`src/rtl/wide_alu_regif_pkg.sv`:
```
// Shared definitions for the wide ALU AXI4-Lite register interface:
// register offsets, region bases, response codes, CTRL bit positions
// and the address decode helper.
package wide_alu_regif_pkg;

    localparam logic [63:0] CTRL_OFF    = 64'h000;
    localparam logic [63:0] OPSEL_OFF   = 64'h004;
    localparam logic [63:0] DEACCEL_OFF = 64'h008;
    localparam logic [63:0] STATUS_OFF  = 64'h00C;
    localparam logic [63:0] OPA_BASE    = 64'h100;
    localparam logic [63:0] OPB_BASE    = 64'h200;
    localparam logic [63:0] RES_BASE    = 64'h300;

    localparam logic [1:0] RESP_OKAY   = 2'b00;
    localparam logic [1:0] RESP_SLVERR = 2'b10;

    localparam int unsigned CTRL_TRIGGER_BIT   = 0;
    localparam int unsigned CTRL_CLEAR_ERR_BIT = 1;

    typedef enum logic [2:0] {
        REG_NONE    = 3'd0,
        REG_CTRL    = 3'd1,
        REG_OPSEL   = 3'd2,
        REG_DEACCEL = 3'd3,
        REG_STATUS  = 3'd4,
        REG_OPA     = 3'd5,
        REG_OPB     = 3'd6,
        REG_RESULT  = 3'd7
    } region_e;

    typedef struct packed {
        region_e    region;
        logic [7:0] index;
    } dec_t;

    // Map a byte address onto a register region and a word index inside it.
    // The two byte-lane bits are dropped; every other bit takes part, so any
    // alias outside the mapped windows lands in REG_NONE.
    function automatic dec_t addr_decode(input logic [63:0] addr,
                                         input logic [63:0] n_words);
        dec_t        d;
        logic [63:0] a;
        a        = {addr[63:2], 2'b00};
        d.region = REG_NONE;
        d.index  = 8'd0;
        if (a == CTRL_OFF) begin
            d.region = REG_CTRL;
        end else if (a == OPSEL_OFF) begin
            d.region = REG_OPSEL;
        end else if (a == DEACCEL_OFF) begin
            d.region = REG_DEACCEL;
        end else if (a == STATUS_OFF) begin
            d.region = REG_STATUS;
        end else if ((a >= OPA_BASE) && (a < (OPA_BASE + (n_words << 2)))) begin
            d.region = REG_OPA;
            d.index  = 8'((a - OPA_BASE) >> 2);
        end else if ((a >= OPB_BASE) && (a < (OPB_BASE + (n_words << 2)))) begin
            d.region = REG_OPB;
            d.index  = 8'((a - OPB_BASE) >> 2);
        end else if ((a >= RES_BASE) && (a < (RES_BASE + (n_words << 3)))) begin
            d.region = REG_RESULT;
            d.index  = 8'((a - RES_BASE) >> 2);
        end else begin
            d.region = REG_NONE;
        end
        return d;
    endfunction

    // Merge a 32-bit write into an existing word, byte lane by byte lane.
    function automatic logic [31:0] apply_strb(input logic [31:0] old_word,
                                               input logic [31:0] data,
                                               input logic [3:0]  strb);
        logic [31:0] r;
        r = old_word;
        for (int b = 0; b < 4; b++) begin
            if (strb[b]) begin
                r[8*b +: 8] = data[8*b +: 8];
            end else begin
                r[8*b +: 8] = old_word[8*b +: 8];
            end
        end
        return r;
    endfunction

endpackage

```
`src/rtl/wide_alu_axil_regif.sv`:
```
// AXI4-Lite slave exposing the operand, control and result registers of a
// wide ALU. AW and W are captured into independent one-entry holders, a
// write commits once both are full and the B channel is free. Reads are
// answered from registered R data with one-per-cycle throughput.
module wide_alu_axil_regif
    import wide_alu_regif_pkg::*;
#(
    parameter int unsigned ALU_WIDTH  = 256,
    parameter int unsigned ADDR_WIDTH = 12
) (
    input  logic                   clk_i,
    input  logic                   rst_ni,
    // AW channel
    input  logic [ADDR_WIDTH-1:0]  s_awaddr_i,
    input  logic                   s_awvalid_i,
    output logic                   s_awready_o,
    // W channel
    input  logic [31:0]            s_wdata_i,
    input  logic [3:0]             s_wstrb_i,
    input  logic                   s_wvalid_i,
    output logic                   s_wready_o,
    // B channel
    output logic [1:0]             s_bresp_o,
    output logic                   s_bvalid_o,
    input  logic                   s_bready_i,
    // AR channel
    input  logic [ADDR_WIDTH-1:0]  s_araddr_i,
    input  logic                   s_arvalid_i,
    output logic                   s_arready_o,
    // R channel
    output logic [31:0]            s_rdata_o,
    output logic [1:0]             s_rresp_o,
    output logic                   s_rvalid_o,
    input  logic                   s_rready_i,
    // ALU side
    output logic [ALU_WIDTH-1:0]   op_a_o,
    output logic [ALU_WIDTH-1:0]   op_b_o,
    output logic [2:0]             op_sel_o,
    output logic [3:0]             deaccel_o,
    output logic                   trigger_o,
    output logic                   clear_err_o,
    input  logic [2*ALU_WIDTH-1:0] result_i,
    input  logic [1:0]             status_i
);

    localparam int unsigned NWORDS   = ALU_WIDTH / 32;
    localparam logic [63:0] NWORDS64 = 64'(NWORDS);

    // Storage and response registers
    logic                  rdy_q,       rdy_d;
    logic                  aw_full_q,   aw_full_d;
    logic [ADDR_WIDTH-1:0] aw_addr_q,   aw_addr_d;
    logic                  w_full_q,    w_full_d;
    logic [31:0]           w_data_q,    w_data_d;
    logic [3:0]            w_strb_q,    w_strb_d;
    logic                  bvalid_q,    bvalid_d;
    logic [1:0]            bresp_q,     bresp_d;
    logic                  rvalid_q,    rvalid_d;
    logic [1:0]            rresp_q,     rresp_d;
    logic [31:0]           rdata_q,     rdata_d;
    logic [ALU_WIDTH-1:0]  op_a_q,      op_a_d;
    logic [ALU_WIDTH-1:0]  op_b_q,      op_b_d;
    logic [2:0]            op_sel_q,    op_sel_d;
    logic [3:0]            deaccel_q,   deaccel_d;
    logic                  trigger_q,   trigger_d;
    logic                  clear_err_q, clear_err_d;

    // Combinational helpers
    dec_t        wdec_s;
    dec_t        rdec_s;
    logic        aw_hs_s;
    logic        w_hs_s;
    logic        ar_hs_s;
    logic        commit_s;
    logic [31:0] rd_data_s;
    logic [1:0]  rd_resp_s;

    // Readies are gated by rdy_q so they stay low throughout reset and rise
    // on the first clock after release. AR may be taken in the same cycle the
    // outstanding R beat is consumed.
    assign s_awready_o = rdy_q & ~aw_full_q;
    assign s_wready_o  = rdy_q & ~w_full_q;
    assign s_arready_o = rdy_q & (~rvalid_q | s_rready_i);

    assign aw_hs_s  = s_awvalid_i & s_awready_o;
    assign w_hs_s   = s_wvalid_i & s_wready_o;
    assign ar_hs_s  = s_arvalid_i & s_arready_o;
    assign commit_s = aw_full_q & w_full_q & ~bvalid_q;

    assign s_bresp_o   = bresp_q;
    assign s_bvalid_o  = bvalid_q;
    assign s_rdata_o   = rdata_q;
    assign s_rresp_o   = rresp_q;
    assign s_rvalid_o  = rvalid_q;
    assign op_a_o      = op_a_q;
    assign op_b_o      = op_b_q;
    assign op_sel_o    = op_sel_q;
    assign deaccel_o   = deaccel_q;
    assign trigger_o   = trigger_q;
    assign clear_err_o = clear_err_q;

    // Decode the held write address and the presented read address.
    always_comb begin
        wdec_s = addr_decode(64'(aw_addr_q), NWORDS64);
        rdec_s = addr_decode(64'(s_araddr_i), NWORDS64);
    end

    // AW/W holders: filled on handshake, both emptied together on commit.
    always_comb begin
        rdy_d     = 1'b1;
        aw_addr_d = aw_addr_q;
        w_data_d  = w_data_q;
        w_strb_d  = w_strb_q;
        if (commit_s) begin
            aw_full_d = 1'b0;
        end else if (aw_hs_s) begin
            aw_full_d = 1'b1;
            aw_addr_d = s_awaddr_i;
        end else begin
            aw_full_d = aw_full_q;
        end
        if (commit_s) begin
            w_full_d = 1'b0;
        end else if (w_hs_s) begin
            w_full_d = 1'b1;
            w_data_d = s_wdata_i;
            w_strb_d = s_wstrb_i;
        end else begin
            w_full_d = w_full_q;
        end
    end

    // Write commit: update the addressed register, raise B, fire CTRL pulses.
    always_comb begin
        op_a_d      = op_a_q;
        op_b_d      = op_b_q;
        op_sel_d    = op_sel_q;
        deaccel_d   = deaccel_q;
        trigger_d   = 1'b0;
        clear_err_d = 1'b0;
        bresp_d     = bresp_q;
        bvalid_d    = bvalid_q;
        if (commit_s) begin
            bvalid_d = 1'b1;
            case (wdec_s.region)
                REG_CTRL: begin
                    bresp_d     = RESP_OKAY;
                    trigger_d   = w_strb_q[0] & w_data_q[CTRL_TRIGGER_BIT];
                    clear_err_d = w_strb_q[0] & w_data_q[CTRL_CLEAR_ERR_BIT];
                end
                REG_OPSEL: begin
                    bresp_d  = RESP_OKAY;
                    op_sel_d = w_strb_q[0] ? w_data_q[2:0] : op_sel_q;
                end
                REG_DEACCEL: begin
                    bresp_d   = RESP_OKAY;
                    deaccel_d = w_strb_q[0] ? w_data_q[3:0] : deaccel_q;
                end
                REG_OPA: begin
                    bresp_d = RESP_OKAY;
                    for (int i = 0; i < NWORDS; i++) begin
                        if (wdec_s.index == 8'(i)) begin
                            op_a_d[32*i +: 32] = apply_strb(op_a_q[32*i +: 32], w_data_q, w_strb_q);
                        end else begin
                            op_a_d[32*i +: 32] = op_a_q[32*i +: 32];
                        end
                    end
                end
                REG_OPB: begin
                    bresp_d = RESP_OKAY;
                    for (int i = 0; i < NWORDS; i++) begin
                        if (wdec_s.index == 8'(i)) begin
                            op_b_d[32*i +: 32] = apply_strb(op_b_q[32*i +: 32], w_data_q, w_strb_q);
                        end else begin
                            op_b_d[32*i +: 32] = op_b_q[32*i +: 32];
                        end
                    end
                end
                // Read-only or unmapped targets: error, nothing changes.
                default: begin
                    bresp_d = RESP_SLVERR;
                end
            endcase
        end else if (bvalid_q && s_bready_i) begin
            bvalid_d = 1'b0;
        end else begin
            bvalid_d = bvalid_q;
        end
    end

    // Read mux: storage is read before any same-cycle commit lands, and
    // RESULT/STATUS are taken live from the ALU at the AR handshake.
    always_comb begin
        rd_data_s = 32'd0;
        rd_resp_s = RESP_OKAY;
        case (rdec_s.region)
            REG_CTRL:    rd_data_s = 32'd0;
            REG_OPSEL:   rd_data_s = {29'd0, op_sel_q};
            REG_DEACCEL: rd_data_s = {28'd0, deaccel_q};
            REG_STATUS:  rd_data_s = {30'd0, status_i};
            REG_OPA: begin
                for (int i = 0; i < NWORDS; i++) begin
                    if (rdec_s.index == 8'(i)) begin
                        rd_data_s = op_a_q[32*i +: 32];
                    end else begin
                        rd_data_s = rd_data_s;
                    end
                end
            end
            REG_OPB: begin
                for (int i = 0; i < NWORDS; i++) begin
                    if (rdec_s.index == 8'(i)) begin
                        rd_data_s = op_b_q[32*i +: 32];
                    end else begin
                        rd_data_s = rd_data_s;
                    end
                end
            end
            REG_RESULT: begin
                for (int i = 0; i < 2*NWORDS; i++) begin
                    if (rdec_s.index == 8'(i)) begin
                        rd_data_s = result_i[32*i +: 32];
                    end else begin
                        rd_data_s = rd_data_s;
                    end
                end
            end
            default: begin
                rd_data_s = 32'd0;
                rd_resp_s = RESP_SLVERR;
            end
        endcase
    end

    // R channel: capture on AR handshake, hold until the master takes it.
    always_comb begin
        rdata_d = rdata_q;
        rresp_d = rresp_q;
        if (ar_hs_s) begin
            rvalid_d = 1'b1;
            rdata_d  = rd_data_s;
            rresp_d  = rd_resp_s;
        end else if (s_rready_i) begin
            rvalid_d = 1'b0;
        end else begin
            rvalid_d = rvalid_q;
        end
    end

    // State registers; reset drops everything including half-received writes.
    always_ff @(posedge clk_i or negedge rst_ni) begin
        if (!rst_ni) begin
            rdy_q       <= 1'b0;
            aw_full_q   <= 1'b0;
            aw_addr_q   <= '0;
            w_full_q    <= 1'b0;
            w_data_q    <= 32'd0;
            w_strb_q    <= 4'd0;
            bvalid_q    <= 1'b0;
            bresp_q     <= 2'b00;
            rvalid_q    <= 1'b0;
            rresp_q     <= 2'b00;
            rdata_q     <= 32'd0;
            op_a_q      <= '0;
            op_b_q      <= '0;
            op_sel_q    <= 3'd0;
            deaccel_q   <= 4'd0;
            trigger_q   <= 1'b0;
            clear_err_q <= 1'b0;
        end else begin
            rdy_q       <= rdy_d;
            aw_full_q   <= aw_full_d;
            aw_addr_q   <= aw_addr_d;
            w_full_q    <= w_full_d;
            w_data_q    <= w_data_d;
            w_strb_q    <= w_strb_d;
            bvalid_q    <= bvalid_d;
            bresp_q     <= bresp_d;
            rvalid_q    <= rvalid_d;
            rresp_q     <= rresp_d;
            rdata_q     <= rdata_d;
            op_a_q      <= op_a_d;
            op_b_q      <= op_b_d;
            op_sel_q    <= op_sel_d;
            deaccel_q   <= deaccel_d;
            trigger_q   <= trigger_d;
            clear_err_q <= clear_err_d;
        end
    end

endmodule

```
`config.mk`:
```
export PLATFORM = sky130hd
export DESIGN_NAME = wide_alu_axil_regif
export DESIGN_NICKNAME = d
export VERILOG_FILES = /design/src/rtl/wide_alu_regif_pkg.sv /design/src/rtl/wide_alu_axil_regif.sv
export SDC_FILE = /design/constraint.sdc
export NUM_CORES = 1
export LEC_CHECK = 0
export ABC_AREA = 1
export ABC_CLOCK_PERIOD_IN_PS = 8640
export CORE_AREA = 10 10 432 434
export DETAILED_ROUTE_END_ITERATION = 16
export DIE_AREA = 0 0 442 444
export GPL_TIMING_DRIVEN = 0
export PLACE_DENSITY_LB_ADDON = 0.05
export SLEW_MARGIN = 20
export SYNTH_ARGS = -nofsm -noshare
export SYNTH_HDL_FRONTEND = slang
export SYNTH_SLANG_ARGS = --single-unit
```
`constraint.sdc`:
```
create_clock -name clk_i -period 8.64 [get_ports clk_i]
set_clock_uncertainty 0.2 [all_clocks]
set_input_delay 2.592 -clock clk_i [delete_from_list [all_inputs] [get_ports clk_i]]
set_output_delay 2.592 -clock clk_i [all_outputs]
set_load 0.1 [all_outputs]
```
-- Word-level counts from Yosys, hierarchy flattened
Index checks and enable logic that the tools add are counted.
- flip-flop bits (word level): 610
- input port bits: 581
- output and inout bits: 562
- logic and storage cells: 309
- add/sub/neg operators: 6
- order comparisons: 12
- eq/ne operators: 40
- multiplexer cells: 71
- bitwise logic cells: 16
- reduce and logical (&&, ||, !) cells: 85
- operators with widths (cell ; number):
    two-way mux 32 bit ; 32
    AND reduction 4 bit ; 64
    one-hot mux 32 bit (6 select lines) ; 1
    two-way mux 8 bit ; 10
    equality test 8 x 3 -> 1 bit, second input constant ; 8
    equality test 8 x 4 -> 1 bit, second input constant ; 8
    greater-or-equal comparator 12 x 10 -> 1 bit, second input constant ; 4
    < comparator 12 x 10 -> 1 bit, second input constant ; 4
    two-way mux 11 bit ; 4
    equality test 10 x 2 -> 1 bit, second input constant ; 4
    subtractor 10 bit, second input constant ; 4
    equality test 8 x 2 -> 1 bit, second input constant ; 4
    two-way mux 3 bit ; 10
    greater-or-equal comparator 12 x 9 -> 1 bit, second input constant ; 2
    < comparator 12 x 9 -> 1 bit, second input constant ; 2
    equality test 10 x 1 -> 1 bit, second input constant ; 2
    logical NOT 10 bit ; 2
    subtractor 10 x 9 -> 10 bit, second input constant ; 2
    equality test 3 bit, second input constant ; 6
    equality test 8 x 1 -> 1 bit, second input constant ; 2
    logical NOT 8 bit ; 2
    equality test 3 x 2 -> 1 bit, second input constant ; 4
    two-way mux 1 bit ; 12
    bitwise AND 1 bit ; 10
    other kinds (10) ; 27

-- Logic depth before layout (Yosys ltp)
- depth in word-level cells: 27
- depth in mapped cells: 27

-- Least setup slack after synthesis
Ideal clock, no wire load.
- path kind: input to output
- from: input s_rready_i
- to: output s_arready_o
- arrival: 3.909 ns
- data required time: 5.848 ns
- path slack: 1.939 ns
- stages: 2
- buffers on the path: 0
- cell sequence: nor2_1 > nor2_1
- cells in the longest elaborated chain, start to end: 2
- RTL lines (what ; RTL line ; RTL):
    start, declared ; wide_alu_axil_regif.sv:34 ; input logic s_rready_i,
    OR 1 bit ; wide_alu_axil_regif.sv:83 ; assign s_arready_o = rdy_q & (~rvalid_q | s_rready_i);
    bitwise AND 1 bit ; wide_alu_axil_regif.sv:83 ;
    end, declared ; wide_alu_axil_regif.sv:29 ; output logic s_arready_o,
No other way between the ends.

-- Worst setup path in the final report
- from: input s_araddr_i[8]
- to: register rdata_q[14] (netlist: s_rdata_o[14])
- cells in the longest elaborated chain, start to end: 27
- elaborated cells on any way between the ends: 83
- those cells by class: add/sub: 3; order compare: 6; eq/ne: 24; mux: 45; reduce/logical: 5
- RTL lines (what ; RTL line ; RTL):
    start, declared ; wide_alu_axil_regif.sv:27 ; input logic [ADDR_WIDTH-1:0] s_araddr_i,
    greater-or-equal comparator 12 x 10 -> 1 bit or < comparator 12 x 10 -> 1 bit (tied branches) ; wide_alu_regif_pkg.sv:60 ; end else if ((a >= RES_BASE) && (a < (RES_BASE + (n_words << 3)))) begin
    logical AND 1 bit ; wide_alu_regif_pkg.sv:60 ;
    two-way mux 8 bit ; wide_alu_regif_pkg.sv:60 ;
    two-way mux 11 bit ; wide_alu_regif_pkg.sv:57 ; end else if ((a >= OPB_BASE) && (a < (OPB_BASE + (n_words << 2)))) begin
    two-way mux 11 bit ; wide_alu_regif_pkg.sv:54 ; end else if ((a >= OPA_BASE) && (a < (OPA_BASE + (n_words << 2)))) begin
    two-way mux 8 bit ; wide_alu_regif_pkg.sv:52 ; end else if (a == STATUS_OFF) begin
    two-way mux 8 bit ; wide_alu_regif_pkg.sv:50 ; end else if (a == DEACCEL_OFF) begin
    two-way mux 8 bit ; wide_alu_regif_pkg.sv:48 ; end else if (a == OPSEL_OFF) begin
    two-way mux 8 bit ; wide_alu_regif_pkg.sv:46 ; if (a == CTRL_OFF) begin
    logical NOT 8 bit ; wide_alu_axil_regif.sv:203, wide_alu_axil_regif.sv:212, wide_alu_axil_regif.sv:221 ;
    two-way mux 32 bit (16 in a row) ; wide_alu_axil_regif.sv:221 ; if (rdec_s.index == 8'(i)) begin
    one-hot mux 32 bit (6 select lines) (*) ; wide_alu_axil_regif.sv:196 ; case (rdec_s.region)
    end signal, assigned ; wide_alu_axil_regif.sv:281 ; rdata_q <= rdata_d;
    end, declared ; wide_alu_axil_regif.sv:60 ; logic [31:0] rdata_q, rdata_d;
Mark *: on every way between the ends. The rest lies on a longest branch, timed or not.
A chain may end at the register's enable or synchronous reset.

==> results.md <==
- Final-layout setup total negative slack: 0 ns
- Most used cells in the layout excluding fill and tap cells: nand2_1 (1459), clkdlybuf4s50_1 (1063), dfrtp_1 (606)
- Share of post-route cells with drive strength above 1: 0.07233
- Buffer cell driving the clock tree root: clkbuf_16
- # port buffers: 1135
- Utilization after layout: 0.2703
- Type of destination of the critical path: register
- Number of maximum-capacitance constraint violations: 0
- Switching part of the total: 0.4746
- Effective utilization at floorplan: 0.1758
- HPWL Detailed: 234600 µm
- Cell count of the worst hold path: 2
- Fin crit period: 7.769 ns
- Final hold slack: 0.2777 ns
- Die W: 442 µm
- Vertical die dimension: 444 µm
- Hold-critical path endpoint: s_rdata_o[4]
- Standard cell with the maximum stage delay on the critical path: clkinv_1
- # IOs: 1143
- Share of power burned in the clock network: 0.285
- Sequential share of the synthesized area: 0.4850
- Number of DRC violations after detailed-routing iteration 0: 2846
- Site row count: 155
- Routed vias: 36120
- Dominant combinational cell family by area after synthesis: simple AND/OR/NAND/NOR gates
- Post-synthesis cell count: 4179
- Worst-path maximum fanout: 7
- Area overhead of the layout relative to synthesis: 53.74%
- CP required: 8.99 ns
- Static Leak: 21.27 nW
- Count of different cell masters after synthesis: 51
- Final-report hold violation count: 0
- Netlist Area Pre-Place: 31270 µm²
- Reg-to-reg critical path endpoint: op_b_o[37]
- Share of cell area taken by muxes after synthesis: 0.002161
- Post-synth EDFFs: 0
- Adder-cell share of the synthesized area: 0.004402
- Pin count of the biggest net entering global routing: 83
- Ratio of final minimum period to clock period: 0.8992
- Number of instances resized during post-cts repair: 0
- Latest clock arrival within the worst-skew pair: 0.68 ns
- Clock buffers created by TritonCTS: 77
- Category of the worst setup path launch point: input pin
- Classification of the worst-slack hold path: reg -> reg
- CTS clk-pin slew, worst paths: 0.06 ns
- Fmax: 128.7 MHz
- Longest individual stage delay on the worst path: 0.86 ns
- Status: finished, final reports clean
- Buffers from clock root to sink, at most: 3
- Overflow after GRT: 0
- CP Data Arrival Time: 8.12 ns
- Nets: 5997
- Net switching power: 5.486 mW
- Power density normalized to cell area: 240.5 nW/µm²
- H-tree levels: 3
- TritonCTS clock tree: yes
- Logic gate share of total power: 0.411
- Core Region: 177800 µm²
- Leading cell type in the layout, fill and taps excluded: nand2_1
- Antenna-violating nets left: 0
- Peak supply drop: 0.0001245 V
- Final Max Tran Viols: 0
- Crit-path most repeated cell: nand2_1
- Drc violations: 0
- Largest area contributor in the synthesized netlist: dfrtp_1
- Start point of the worst hold path: s_rdata_o[4]
- Via count of the first global-routing pass: 35850
- Area share of xor/xnor cells in the synthesized design: 0
- Crit path kind: in -> reg
- Total wirelength of the detailed-routed design: 286900 µm
- Post-Synth Simple-Gate Area: 0.2745
- Yosys warnings: 0
- Ordered cell list for the critical path: clkdlybuf4s50_1, inv_1, ha_1, nand2_1, inv_2, o21ai_2, nand2_2, nand3_2, nand2_1, nor2_1, inv_1, nor2_2, clkinv_1, or2_0, nand2_1, nand4_1, nand2_1, nand4_1, nand2_1, nand3_1, nand2_1, nand2_1, nand2_1, nand2_1
- Synth Area in Compound Gates: 0.1646
- Wire length of the first global-routing pass: 368800 µm
- R2R setup slack: 3.76 ns
- Reg power frac: 0.303
- Ratio of routed vias to standard cells: 4.603
- Syn Area/Cell: 7.482 µm²
- Primary flip-flop cell chosen by synthesis mapping: dfrtp_1
- GPL Wtd Cong: 0.9169
- Asr flop ratio synth: 1.000
- Number of buffers inserted by hold repair at cts: 0
- Unrepaired setup endpoints after global routing: false
- Pre-Repair DR Iteration Count: 8
- Slew at the pin closest to its max-slew limit: 1.192 ns
- Number of buffers added for setup after CTS: 0
- Average routed wire per standard cell: 36.56 µm
- Area contributors post-synth: dfrtp_1 (49%), nand2_1 (18%), o21ai_0 (8.9%)
- Number of cell instances on the worst register-to-register path: 17
- Initial antenna violation count: 58
- Total GRT Usage: 0.2795
- Worst reg2reg startpoint: aw_addr_q[7]
- Flip-flop and latch count after synthesis: 606
- Post-synth top area share: 0.4850
- Clock sink count: 606
- Die Area: 196200 µm²
- Finish-stage setup viols: 0
- Internal Power: 6.073 mW
- Max_slew headroom: 0.2028
==> stage by stage <==
| step | instances | worst slack (ns) | instance area (µm²) | total power [mW] |
|---|---|---|---|---|
| after floorplan | 4180 | 1.939 | 31270 | 6.208 |
| after global placement | 7670 | -27.25 | 45580 | 8.360 |
| after detailed placement | 7681 | 0.4965 | 45560 | 8.361 |
| after CTS | 7816 | 1.213 | 48010 | 11.69 |
| after global routing | 7832 | 0.6281 | 48030 | 11.97 |
| final | 7846 | 0.8711 | 48070 | 11.56 |
==> cells in the mapped netlist, drive strengths merged, types with 6 or more instances <==
cell / n
nand2: 1470
o21ai: 630
dfrtp: 606
inv: 269
a21oi: 267
nand3: 235
nor2: 220
clkbuf: 158
buf: 89
nand4: 89
o211ai: 43
nor3: 20
or2: 19
a211oi: 11
ha: 11
a221oi: 8
mux2: 6
==> worst max-delay path: cells and delay by family <==
| family | cells | cell delay (ns) |
|---|---|---|
| AO/OA/AOI/OAI | 1 | 0.10 |
| adder cells (fa/ha/maj) | 1 | 0.24 |
| buffers and inverters | 5 | 1.90 |
| AND/OR/NAND/NOR | 17 | 3.24 |
==> routing by layer <==
metal / wire length (µm) / share of wire / track usage / vias up
met1: 106200 / 0.37 / 0.3003 / 18230
met5: 106 / 0.00037 / 0 / -
met3: 15560 / 0.054 / 0.05863 / 312
met2: 151300 / 0.53 / 0.5229 / 1305
met4: 13760 / 0.048 / 0.1244 / 14
li1: - / - / - / 16250
==> power groups by stage <==
stage	sequential (mW)	combinational (mW)	clock (mW)
after detailed placement	3.55	4.81	0
after floorplan	5.14	1.07	0
after CTS	3.50	4.82	3.36
after global placement	3.57	4.79	0
after global routing	3.54	4.96	3.47
final	3.50	4.76	3.30
==> flip-flops by register name, summed over array words and instances (netlist names), 3 cells and up <==
signal / flops
w_strb_q: 4
aw_addr_q: 10
w_data_q: 32
op_sel_o: 3
s_rdata_o: 32
deaccel_o: 4
op_a_o: 256
op_b_o: 256
==> worst max-delay path by stage <==
stage	start	to
2_1_floorplan	s_rready_i	s_arready_o
3_3_place_gp	rst_ni	s_rdata_o[24]
3_5_place_dp	s_araddr_i[3]	s_rdata_o[11]
4_1_cts	s_araddr_i[3]	s_rdata_o[11]
5_1_grt	s_araddr_i[8]	s_rdata_o[14]
6_report	s_araddr_i[8]	s_rdata_o[14]
==> area by class of cell <==
| type | count | area (µm²) |
|---|---|---|
| Fill cell | 19930 | 129800 |
| Sequential cell | 606 | 15160 |
| Multi-Input combinational cell | 3056 | 13960 |
| Timing Repair Buffer | 1146 | 11280 |
| Tap cell | 2355 | 2947 |
| Clock buffer | 119 | 2285 |
| Buffer | 247 | 1170 |
| Inverter | 271 | 1017 |
| Clock inverter | 16 | 167.7 |
| Antenna cell | 30 | 75.07 |
==> logic make-up after synthesis <==
group	after synthesis
and+or+nand+nor	2059
adders and majority gates	11
AOI/OAI and AO/OA	977
muxes	6
other	2
buffers and inverters	518
DFF	606
Power figures use the tool's default switching activity.
